**config.mk**
```make
export PLATFORM = sky130hd
export DESIGN_NAME = seg_blink_ctrl
export DESIGN_NICKNAME = d
export VERILOG_FILES = /design/src/rtl/seg_blink_ctrl_pkg.sv /design/src/rtl/seg_blink_ctrl_phase_timer.sv /design/src/rtl/seg_blink_ctrl.sv
export SDC_FILE = /design/constraint.sdc
export NUM_CORES = 1
export LEC_CHECK = 0
export ABC_AREA = 1
export CAP_MARGIN = 25
export CORE_UTILIZATION = 59
export DETAILED_ROUTE_END_ITERATION = 7
export PLACE_DENSITY = 0.84
export SLEW_MARGIN = 20
export SYNTH_ARGS = -nofsm -noshare
export SYNTH_HDL_FRONTEND = slang
export SYNTH_SLANG_ARGS = --single-unit
```
**constraint.sdc**
```tcl
create_clock -name clock -period 2.2 [get_ports clock]
set_input_delay 0.44 -clock clock [delete_from_list [all_inputs] [get_ports clock]]
set_output_delay 0.44 -clock clock [all_outputs]
set_load 0.05 [all_outputs]
```
**src/rtl/seg_blink_ctrl_pkg.sv**
```systemverilog
// Shared definitions for the digit blink controller: state encodings and the
// blank pattern that feeds D1 of the downstream 7-bit display mux.
// No logic or latency of its own; no flow control involved.
package seg_blink_ctrl_pkg;

    localparam int SEG_W = 7;

    // Driven onto D1 of the display mux; sel=1 routes it to the segments.
    localparam logic [SEG_W-1:0] BLANK_SEG = 7'b0000000;

    typedef enum logic [1:0] {
        ST_IDLE = 2'd0,
        ST_ON   = 2'd1,
        ST_OFF  = 2'd2,
        ST_FIN  = 2'd3
    } state_e;

    function automatic logic is_blinking(input state_e st);
        return (st == ST_ON) || (st == ST_OFF);
    endfunction

endpackage

```
**src/rtl/seg_blink_ctrl_phase_timer.sv**
```systemverilog
// Phase timer: counts enabled cycles and flags the last cycle of each phase.
// Latency: tc is high during the HALF_PERIOD-th enabled cycle after a clear.
// No backpressure; clear has priority over enable.
module seg_blink_ctrl_phase_timer #(
    parameter int HALF_PERIOD = 25_000_000
) (
    input  logic clock,
    input  logic reset,
    input  logic clear,
    input  logic enable,
    output logic tc
);

    localparam int CW = (HALF_PERIOD > 1) ? $clog2(HALF_PERIOD) : 1;
    localparam logic [CW-1:0] LAST = CW'(HALF_PERIOD - 1);

    logic [CW-1:0] cnt_q;
    logic [CW-1:0] cnt_d;

    assign tc = enable && !clear && (cnt_q == LAST);

    always_comb begin
        cnt_d = cnt_q;
        if (clear) begin
            cnt_d = '0;
        end else if (enable) begin
            // Wrap at the terminal count so the counter never passes LAST.
            cnt_d = (cnt_q == LAST) ? '0 : cnt_q + CW'(1);
        end
    end

    always_ff @(posedge clock) begin
        if (reset) begin
            cnt_q <= '0;
        end else begin
            cnt_q <= cnt_d;
        end
    end

endmodule

```
**src/rtl/seg_blink_ctrl.sv**
```systemverilog
// Blink controller driving the display mux select; blinks the digit N times then pulses done.
// Latency: busy rises 1 cycle after start, lasts 2*N*HALF_PERIOD cycles, done follows.
// No backpressure: start is ignored while busy or finishing. SEG_BLINK_STOP_EN adds stop.
module seg_blink_ctrl
    import seg_blink_ctrl_pkg::*;
#(
    parameter int HALF_PERIOD = 25_000_000,
    parameter int CNT_W       = 4
) (
    input  logic             clock,
    input  logic             reset,
    input  logic             start,
    input  logic [CNT_W-1:0] blink_count,
`ifdef SEG_BLINK_STOP_EN
    input  logic             stop,
`endif
    output logic             sel,
    output logic             busy,
    output logic             done
);

    state_e           state_q, state_d;
    logic [CNT_W-1:0] remaining_q, remaining_d;
    logic             sel_q, sel_d;
    logic             busy_q, busy_d;
    logic             done_q, done_d;

    logic             tmr_clear;
    logic             tmr_enable;
    logic             tmr_tc;

    assign tmr_enable = is_blinking(state_q);

    seg_blink_ctrl_phase_timer #(
        .HALF_PERIOD (HALF_PERIOD)
    ) u_phase_timer (
        .clock  (clock),
        .reset  (reset),
        .clear  (tmr_clear),
        .enable (tmr_enable),
        .tc     (tmr_tc)
    );

    always_comb begin
        state_d     = state_q;
        remaining_d = remaining_q;
        tmr_clear   = 1'b0;

        case (state_q)
            ST_IDLE: begin
                tmr_clear = 1'b1;
                if (start) begin
                    if (blink_count != '0) begin
                        state_d     = ST_ON;
                        remaining_d = blink_count;
                    end else begin
                        state_d = ST_FIN;
                    end
                end
            end
            ST_ON: begin
                if (tmr_tc) begin
                    state_d = ST_OFF;
                end
            end
            ST_OFF: begin
                if (tmr_tc) begin
                    if (remaining_q == CNT_W'(1)) begin
                        state_d     = ST_FIN;
                        remaining_d = '0;
                    end else begin
                        state_d     = ST_ON;
                        remaining_d = remaining_q - CNT_W'(1);
                    end
                end
            end
            ST_FIN: begin
                tmr_clear = 1'b1;
                state_d   = ST_IDLE;
            end
        endcase

`ifdef SEG_BLINK_STOP_EN
        // Abort only mid-blink; the sequence still ends with a single done pulse.
        if (is_blinking(state_q) && stop) begin
            state_d     = ST_FIN;
            remaining_d = '0;
            tmr_clear   = 1'b1;
        end
`endif

        sel_d  = (state_d == ST_OFF);
        busy_d = is_blinking(state_d);
        done_d = (state_d == ST_FIN);
    end

    always_ff @(posedge clock) begin
        if (reset) begin
            state_q     <= ST_IDLE;
            remaining_q <= '0;
            sel_q       <= 1'b0;
            busy_q      <= 1'b0;
            done_q      <= 1'b0;
        end else begin
            state_q     <= state_d;
            remaining_q <= remaining_d;
            sel_q       <= sel_d;
            busy_q      <= busy_d;
            done_q      <= done_d;
        end
    end

    assign sel  = sel_q;
    assign busy = busy_q;
    assign done = done_q;

endmodule
```
==> impl_results.md, run 1 <==
* Final Cycle Share at 88.1%
* Clock buffer depth at 2
* Post-synthesis cell count at roughly 280
* Hold slack at approximately 470 ps
* Ant diodes at 0
* Top cells by area, synth: dfxtp_1 (34%), nand2_1 (9.6%), inv_1 (6.9%)
* Highest clock rate at between 500 and 600 MHz
* Vias per std cell at about 5
* Port Buffer Count at 9
* YS warnings at 0
* Global route total overflow at 0
* Cts hold-fix bufs at 0
* First-pass DRT Iterations at 4
* Initial core utilization at between 60% and 70%
* Largest net degree at the start of global routing at 14
* Die X at a little over 60 um
* Worst-Skew Late Latency at about 350 ps
* Pwr dens at 690 mW/mm^2
* Crit Path Category: reg -> reg
* Util after Layout at between 70% and 80%
* DR WL/cell at roughly 11 um
* Post-layout min period at 1940 ps
* Setup WS post-layout at around 260 ps
* Share of cells above drive strength 1 at between 15 and 20%
* Leading cell type in the layout, fill and taps excluded: nand2_1
* Layout Skew at 17.8 ps
* RePlAce Congestion at between 0.8 and 0.9
* Final max-slew violation count at 0
* Synthesized area at ~0.0020 mm^2
* Critical Path Sink Type: flop
* Unique masters post-synth at 36
* CP arrival at roughly 2200 ps
* I/O pin count at 10
* Clock Sink Count at 34
* Htree depth at 2
* Final Hold Vio Count at 0
* Post-synth top area cell: dfxtp_1
* Root Buffer: clkbuf_4
* Sequential area share after synthesis at between 30% and 40%
* TNS Setup at 0 ps
* Number of synthesized register bits at 34
* Crit path max fanout at 5
* Most frequent cells in the layout: nand2_1 (52), inv_1 (37), dfxtp_1 (34)
* Number of global-route vias before repair at roughly 1500
* Final WL at 3840 um
* Height of the die at between 60 and 70 um
* Final ANT Viol Nets at 0
* Pre-CTS WS at 272 ps
* Final Net Count at between 300 and 400
* Peak VDD IR at about 480 uV
* Via Count at 1707
* Std cell rows at 20
* Mean Syn Cell Area at between 7 and 8 um^2
* Worst-margin pin slew at about 500 ps
* Total power at 0.00153 W
* Yosys top cell area share at between 30% and 40%
* Worst hold path type: reg -> reg
* Clk slew on worst S/H paths at roughly 110 ps
* DRC violations left at 0
* CTS tree: done
* Run status: finished clean
* Layout area overhead at 9.70%
* First-pass GRT wire length at 6300 um
* Syn Nets at roughly 300
* Total CTS buffers at 5
* Setup repair bufs after CTS at 0
* GRT Util Overall at between 20% and 30%
* Initial antenna violation count at 0
* Dpl hpwl at 2970 um
* RSZ-0062 raised after global routing: no
* Max_slew headroom at between 60% and 70%
* Critical Path RT at 2500 ps
* CP Launch Type: flop
* First DRT Iteration DRCs at 87
* Die ar. at approximately 0.0037 mm^2
* Final Setup Violations at 0
* Max_cap viols at 0
* Post-CTS Resized at 0
* Static leakage at about 0.92 nW
* CORE AREA at ~0.0032 mm^2
-- cells by family after synthesis --
| kind of cell | Yosys count | share of synthesized area (%) |
|---|---|---|
| buffers and inverters | 50 | 10.2 |
| XOR/XNOR | 6 | 2.59 |
| AO/OA/AOI/OAI | 38 | 11.6 |
| flip-flops | 34 | 33.6 |
| adder cells (fa/ha/maj) | 9 | 5.56 |
| AND/OR/NAND/NOR | 142 | 36.4 |
-- registers in the layout, summed over array words and instances, names as in the netlist --
name,cells
state_q,2
busy,1
sel,1
remaining_q,4
u_phase_timer.cnt_q,25
done,1
-- worst max-delay path, stage by stage, from the launching register on --
cell and delay (ps):
dfxtp_1 390, inv_1 90, ha_1 300, nand2_1 50
nor2_1 80, nand2_1 70, nor2_2 120, nand2_4 110
nand2_4 100, nand2_1 60, nand2_1 80, nand2_1 80
ha_1 280, nor2_1 90
-- area by class of cell --
type / instances / area, um^2
multi-input combinational: 195 / 1140
fill: 286 / 931
sequential: 34 / 681
inverter: 47 / 179
timing repair buffer: 11 / 105
tap: 44 / 55.1
clock buffer: 6 / 51.3
clock inverter: 2 / 12.5
-- layer usage --
metal  track usage [%]  wire (um)  up-vias
met4              13.0         84        0
met1              29.5       1890      768
met2              38.1       1780       20
met5                 0          0        -
met3              5.76         93        7
li1                  -          -      912
-- power by group --
| group | switching (W) | total, W | internal, W |
|---|---|---|---|
| sequential | 0.0000263 | 0.000683 | 0.000656 |
| combinational | 0.000303 | 0.000475 | 0.000172 |
| clock | 0.000222 | 0.000376 | 0.000153 |
-- worst paths after layout --
path	startpoint	to	slack, ps	cells after the start
hold reg to reg	remaining_q[1]$_SDFFE_PP0P_	remaining_q[1]$_SDFFE_PP0P_	470	2
setup / recovery	state_q[1]$_SDFF_PP0_	busy$_SDFF_PP0_	260	13
setup reg to reg	state_q[1]$_SDFF_PP0_	busy$_SDFF_PP0_	260	13
hold / removal	remaining_q[1]$_SDFFE_PP0P_	remaining_q[1]$_SDFFE_PP0P_	470	2
-- cell usage after synthesis, drive strengths merged --
library cell	count
buf	3
nor3b	1
o22ai	2
clkinv	1
nor3	9
xnor2	1
xor2	5
a221oi	1
o21bai	2
nor4	1
ha	9
nand3	20
or2	2
nor2	43
nand2	65
inv	46
and3	1
dfxtp	34
o21ai	11
a21oi	22
-- stage by stage --
step,std cells,instance area (um^2)
3_3_place_gp,331,2160
6_report,339,2220
5_1_grt,339,2220
3_5_place_dp,331,2160
4_1_cts,339,2220
2_1_floorplan,279,2030
Note: power is estimated with default switching activity, not from simulation.
==> run 2, diff against run 1 <==
CORE_UTILIZATION = 60   (was 59)
CTS_CLUSTER_SIZE = 25   (was not set)
PLACE_DENSITY = 0.85   (was 0.84)
SETUP_SLACK_MARGIN = 0.5   (was not set)
SYNTH_HIERARCHICAL = 1   (was not set)
==> run 2 against run 1 <==
  * Power down 2.8%
  * Utilization up 7.5 points
  * Combinational power down 16%
  * Synthesized cell count up 19%
  * Die area up 6.0%
  * Design area up 20%
  * Worst hold slack better by 48 ps
==> impl_results.md, run 2 <==
* CP Buf/Inv Count at 2 (+1)
* Worst-Skew Late Latency at 350 ps (about the same)
* Run status: finished clean
* Final instance area at 0.00267 mm^2 (+20%)
* Number of synthesized register bits at 34 (unchanged)
* Sequential area share after synthesis at 31.1% (-2.5 points)
* First DRT Iteration DRCs at 136 (+56%)
* Commonest cells in the netlist: nand2_1 (77), nor2_1 (66), inv_1 (39)
* CP top delay family: simple AND/OR/NAND/NOR gates
* Std cell rows at 21 (+5.0%)
* Delay of the slowest critical-path stage at 360 ps (-30 ps)
* Worst hold path type: reg -> reg
* CP dominant cell by count: nand2_2
* Ant diodes at 0 (unchanged)
* FF-to-FF Start: state_q[0]$_SDFF_PP0_
* Syn Nets at 349 (+18%)
* Hold slack at 520 ps (+48.2 ps)
* Root Buffer: clkbuf_4
* Pwr dens at 559 mW/mm^2 (-19%)
* Final Cycle Share at 99.1% (+11 points)
* Top-count cell post-synth: nand2_1
* Most frequent cells in the layout: nand2_1 (70), nor2_1 (63), inv_1 (34)
* Max_cap viols at 0 (unchanged)
* Setup WS post-layout at 19.6 ps (-242 ps)
* Area of the multi-input gates at 0.00143 mm^2 (+26%)
* Post-synth top area cell: dfxtp_1
* Crit path max fanout at 3 (-2)
* CP Launch Type: flop
* Via Count at 2159 (+26%)
* Total CTS buffers at 5 (unchanged)
* CTS tree: done
* Initial antenna violation count at 0 (unchanged)
* Die ar. at 0.00389 mm^2 (+6.0%)
* Final max-slew violation count at 0 (unchanged)
* Yosys top cell area share at 31.1% (-2.5 points)
* Crit path cell chain: inv_2 > ha_4 > nand2_2 > nor3_4 > nand3_2 > nor2_4 > buf_4 > nor2_2 > nor2_1 > o21ai_2 > nand2_2 > nand2_2 > ha_4 > nor2_1
* Final Setup Violations at 0 (unchanged)
* Mean Syn Cell Area at 6.57 um^2 (-9.5%)
* Post-synth EDFFs at 0 (unchanged)
* Number of flip-flops in the largest register at 25 (unchanged)
* First-pass GRT wire length at 8410 um (+34%)
* Cts hold-fix bufs at 0 (unchanged)
* Post-synth top flop: dfxtp_1
* Synth async-reset ratio at 0% (unchanged)
* GRT Util Overall at 27.3% (+3.4 points)
* Vias per std cell at 5.27 (+4.6%)
* Final Hold Vio Count at 0 (unchanged)
* Final ANT Viol Nets at 0 (unchanged)
* Fill cells at 242 (-15%)
* Die X at 62.4 um (+2.9%)
* Placed Instances at 390 (+18%)
* Unique masters post-synth at 30 (-17%)
* Seq. cell area at 697 um^2 (+2.4%)
* Layout Cells excl Fill at 410 (+21%)
* YS warnings at 6 (+6)
* Layout area overhead at 21.9%
* Register name with the most flops: u_phase_timer/cnt_q
* I/O pin count at 10 (unchanged)
* Final WL at 5170 um (+35%)
* Clock buffer depth at 2 (unchanged)
* Dpl hpwl at 3430 um (+15%)
* Share of cells above drive strength 1 at 28.6% (+9.2 points)
* Clk slew on worst S/H paths at 110 ps (about the same)
* Min-delay src: u_phase_timer/cnt_q[21]$_SDFFE_PP0P_
* Worst-margin pin slew at 487 ps (-7.62 ps)
* Post-synthesis cell count at 333 (+19%)
* DR WL/cell at 12.6 um (+11%)
* Critical Path Sink Type: flop
* Peak VDD IR at 427 uV (-10%)
* Max_slew headroom at 67.6% (+0.74 points)
* Htree depth at 2 (unchanged)
* CORE AREA at 0.00342 mm^2 (+8.3%)
* Worst Setup SP: state_q[0]$_SDFF_PP0_
* Area post-placement at 0.00236 mm^2 (+9.3%)
* Util after Layout at 78.0% (+7.5 points)
* Top flop regs: u_phase_timer/cnt_q (25), remaining_q (4), state_q (2)
* Pre-CTS WS at 105 ps (-166 ps)
* Crit Path Category: reg -> reg
* Post-layout min period at 2180 ps (+242 ps)
* DRC violations left at 0 (unchanged)
* Global route total overflow at 0 (unchanged)
* Initial core utilization at 64.0% (-0.22 points)
* Final Net Count at 379 (+22%)
* Highest clock rate at 459 MHz (-11%)
* First-pass DRT Iterations at 6 (+2)
* Slowest cell on crit path: dfxtp_2
* RePlAce Congestion at 0.858 (+3.4%)
* Clock Sink Count at 34 (unchanged)
* Height of the die at 62.4 um (+2.9%)
* Critical Path RT at 2460 ps (-40 ps)
* Leading cell type in the layout, fill and taps excluded: nand2_1
* Layout Skew at 12.3 ps (-5.49 ps)
* Number of global-route vias before repair at 1989 (+34%)
* Largest net degree at the start of global routing at 14 (unchanged)
* RSZ-0062 raised after global routing: yes
* Synthesized area at 0.00219 mm^2 (+8.0%)
* Port Buffer Count at 9 (unchanged)
* Top cells by area, synth: dfxtp_1 (31%), nand2_1 (13%), nor2_1 (11%)
* Static leakage at 1.11 nW (+21%)
* CP arrival at 2440 ps (+200 ps)
==> run 2: cell types whose count changed after synthesis, sizes merged, moves of 2 or more <==
cell   delta
or2       -2
nor2     +39
a21oi    -12
o21ai     -5
nand2    +26
nand3     +4
nand4     +5
o22ai     -2
inv       +2
==> run 2: per-stage QoR <==
step | setup TNS (ps) | total power [W]
2_1_floorplan | 0 | 0.000922
3_3_place_gp | 0 | 0.000984
3_5_place_dp | 0 | 0.000993
4_1_cts | 0 | 0.00146
5_1_grt | -271 | 0.00157
6_report | 0 | 0.00149
==> run 2: cell type report <==
class / instances / share of cell area [%]
inverter: 48 / 7.04
sequential: 34 / 26.2
tap: 46 / 2.16
timing repair buffer: 25 / 8.03
multi-input combinational: 249 / 53.7
clock buffer: 8 / 2.96
==> run 2: power breakdown <==
group          switching (W)  total (W)  internal [W]
clock               0.000215   0.000433      0.000218
combinational       0.000246   0.000399      0.000153
sequential         0.0000177   0.000658      0.000641
total               0.000478    0.00149       0.00101
==> run 2: tightest hold or removal path, stage by stage (launching register included) <==
cell and delay, ps:
dfxtp_2 360, a21oi_1 50, nor2_1 80
==> run 2: what timing repair did <==
item / CTS / global route
buffers inserted: 8 / 4
gates resized for setup: 22 / 23
setup endpoints to repair: 32 / 29
pin swaps: 9 / 7
==> run 2: final timing paths <==
check | slack [ps] | cells past startpoint | end
setup reg to reg | 20 | 14 | busy$_SDFF_PP0_
hold reg to reg | 520 | 2 | u_phase_timer/cnt_q[21]$_SDFFE_PP0P_
hold / removal | 520 | 2 | u_phase_timer/cnt_q[21]$_SDFFE_PP0P_
setup / recovery | 20 | 14 | busy$_SDFF_PP0_
==> run 2: metal layers <==
layer  vias up  share of wire (%)  track usage (%)
met5         -                  0                0
li1       1099                  -                -
met4         0                2.0             11.0
met2        58                 52             49.0
met3        13                4.0             6.20
met1       989                 42             30.9
==> run 2: cell families after synthesis <==
logic type	after synthesis	synth area share, %
fa+ha+maj	9	5.15
mux	1	0.458
compound gates	22	6.01
simple gates	211	45.6
buf+inv	50	9.27
flops	34	31.1
xor+xnor	6	2.40
==> run 3, diff against run 2 <==
CELL_PAD_IN_SITES_DETAIL_PLACEMENT = 1   (was not set)
CELL_PAD_IN_SITES_GLOBAL_PLACEMENT = 2   (was not set)
CORE_UTILIZATION = 33   (was 60)
PLACE_DENSITY = 0.84   (was 0.85)
==> run 3 against run 2 <==
  * Die area grew 79%
  * Fmax up 11%
  * Global-route usage shrank 9.4 points
  * Non-clock buffer count increased by 15
  * First-iteration DRC count is 72% lower
  * Utilization down 33 points
  * Critical path depth decreased by 2
  * Worst setup slack improved by 210 ps
  * Sequential share of layout area down 2.3 points
  * Largest cell class unchanged
  * Largest power group unchanged
==> impl_results.md, run 3 (synthesis gave the netlist of run 2 again) <==
* I/O pin count at 10 (unchanged)
* CORE AREA at 0.00639 mm^2 (+87%)
* Min-delay src: u_phase_timer/cnt_q[0]$_SDFFE_PP0P_
* Crit path max fanout at 4 (+1)
* CTS tree: done
* Post-layout min period at 1970 ps (-215 ps)
* Slowest cell on crit path: dfxtp_2
* Layout area overhead at 31.4%
* Register name with the most flops: u_phase_timer/cnt_q
* Hold slack at 501 ps (-19.7 ps)
* Worst hold path type: reg -> reg
* DRC violations left at 0 (unchanged)
* Highest clock rate at 509 MHz (+11%)
* Std cell rows at 29 (+38%)
* Worst Setup SP: state_q[1]$_SDFF_PP0_
* Vias per std cell at 4.78 (-9.3%)
* Pwr dens at 540 mW/mm^2 (-3.4%)
* TNS Setup at 0 ps (unchanged)
* Port Buffer Count at 9 (unchanged)
* Htree depth at 2 (unchanged)
* Clock buffer depth at 2 (unchanged)
* Static leakage at 1.22 nW (+9.8%)
* Crit path cell chain: inv_4 > ha_4 > nand2_4 > nor3_4 > nand3_2 > nor2_4 > inv_2 > a211oi_2 > nor2_2 > inv_2 > ha_4 > nor2_1
* Worst-margin pin slew at 504 ps (+17.0 ps)
* Max_cap viols at 0 (unchanged)
* Die ar. at 0.00696 mm^2 (+79%)
* FF-to-FF Start: state_q[1]$_SDFF_PP0_
* Met3 WL post-DR at 130 um (-38%)
* Number of global-route vias before repair at 2115 (+6.3%)
* Final WL at 6080 um (+17%)
* Clock Sink Count at 34 (unchanged)
* Ant diodes at 0 (unchanged)
* Total CTS buffers at 5 (unchanged)
* CP Launch Type: flop
* Peak VDD IR at 275 uV (-36%)
* Via Count at 2173 (+0.65%)
* Leading cell type in the layout, fill and taps excluded: nand2_1
* Run status: finished clean
* Global route total overflow at 0 (unchanged)
* Largest net degree at the start of global routing at 14 (unchanged)
* CP arrival at 2200 ps (-240 ps)
* Die X at 83.4 um (+34%)
* RSZ-0062 raised after global routing: yes
* Initial core utilization at 34.2% (-30 points)
* Final Hold Vio Count at 0 (unchanged)
* Number of flip-flops in the largest register at 25 (unchanged)
* Most frequent cells in the layout: nand2_1 (72), nor2_1 (60), inv_1 (34)
* Root Buffer: clkbuf_8
* Top flop regs: u_phase_timer/cnt_q (25), remaining_q (4), state_q (2)
* Fill cells at 829 (+240%)
* First-pass DRT Iterations at 4 (-2)
* Final ANT Viol Nets at 0 (unchanged)
* Critical Path Sink Type: flop
* Delay of the slowest critical-path stage at 360 ps (about the same)
* Final instance area at 0.00287 mm^2 (+7.8%)
* Top sig layer: met4
* First-pass GRT wire length at 9930 um (+18%)
* Final Setup Violations at 0 (unchanged)
* Height of the die at 83.4 um (+34%)
* GRT Util Overall at 17.8% (-9.4 points)
* Clk slew on worst S/H paths at 70 ps (-40 ps)
* Final Cycle Share at 89.4% (-9.8 points)
* Initial antenna violation count at 0 (unchanged)
* Area post-placement at 0.00243 mm^2 (+2.9%)
* Final max-slew violation count at 0 (unchanged)
* Routed length on met2 at 3180 um (+19%)
* Final Net Count at 394 (+4.0%)
* Crit Path Category: reg -> reg
* M1 wire length at 2690 um (+24%)
* Worst-Skew Late Latency at 290 ps (-60 ps)
* RePlAce Congestion at 0.790 (-8.0%)
* Layout Skew at 2.50 ps (-9.82 ps)
* Max_slew headroom at 66.5% (-1.1 points)
* First DRT Iteration DRCs at 38 (-72%)
* Critical Path RT at 2430 ps (-30 ps)
* Dpl hpwl at 4340 um (+27%)
* DR WL/cell at 13.4 um (+5.9%)
* Share of cells above drive strength 1 at 30.4% (+1.9 points)
run 3: cell count changes in the layout (fill, tap and decap cells not counted), moves of 5 or more:
| cell | before | now |
|---|---|---|
| buf_4 | 14 | 22 |
| buf_6 | 2 | 7 |
| clkbuf_4 | 5 | 0 |
| dfxtp_1 | 25 | 30 |
| nand2_2 | 21 | 16 |
run 3: worst paths after layout:
check	end	depth (start not counted)	slack (ps)
worst max-delay path	busy$_SDFF_PP0_	12	230
worst max register to register	busy$_SDFF_PP0_	12	230
worst min register to register	u_phase_timer/cnt_q[0]$_SDFFE_PP0P_	2	500
worst min-delay path	u_phase_timer/cnt_q[0]$_SDFFE_PP0P_	2	500
run 3: cell type report:
| type | instances | area, um^2 | area share, % |
|---|---|---|---|
| flip-flops and latches | 34 | 686 | 23.9 |
| multi-input cells | 249 | 1460 | 50.8 |
| well taps | 77 | 96.3 | 3.35 |
| repair buffers | 40 | 365 | 12.7 |
| clock buffers | 7 | 76.3 | 2.66 |
| inverters | 48 | 190 | 6.62 |
run 3: what timing repair did:
action,4_1_cts,5_1_grt
setup endpoints to repair,31,34
pin swaps,13,14
setup buffers,13,10
hold buffers,0,0
gates resized for setup,20,34
run 3: critical path: cells and delay by family, from the launching register on:
kind                       cells  cell delay, ps
AOI/OAI and AO/OA              1             260
adders and majority gates      2             470
buffers and inverters          3             200
DFF                            1             360
and+or+nand+nor                6             630
run 3: layer usage:
metal / vias to the layer above / track usage (%)
met5: - / 0
li1: 1116 / -
met4: 0 / 6.01
met1: 1034 / 22.1
met3: 6 / 3.28
met2: 17 / 31.1
run 3: where the power goes:
group          switching, W  internal (W)  leakage (nW)  total [W]
combinational      0.000261      0.000190         0.906   0.000451
clock              0.000223      0.000218        0.0383   0.000441
sequential        0.0000179      0.000642         0.277   0.000660
total              0.000502       0.00105          1.22    0.00155
run 3: stage by stage:
stage	utilization (%)	std cells	setup slack [ps]	total power [W]
2_1_floorplan	-	333	220	0.000922
4_1_cts	41.7	445	178	0.00149
3_3_place_gp	38.0	425	233	0.00100
3_5_place_dp	38.0	425	145	0.00101
5_1_grt	45.0	455	126	0.00166
6_report	45.0	455	234	0.00155
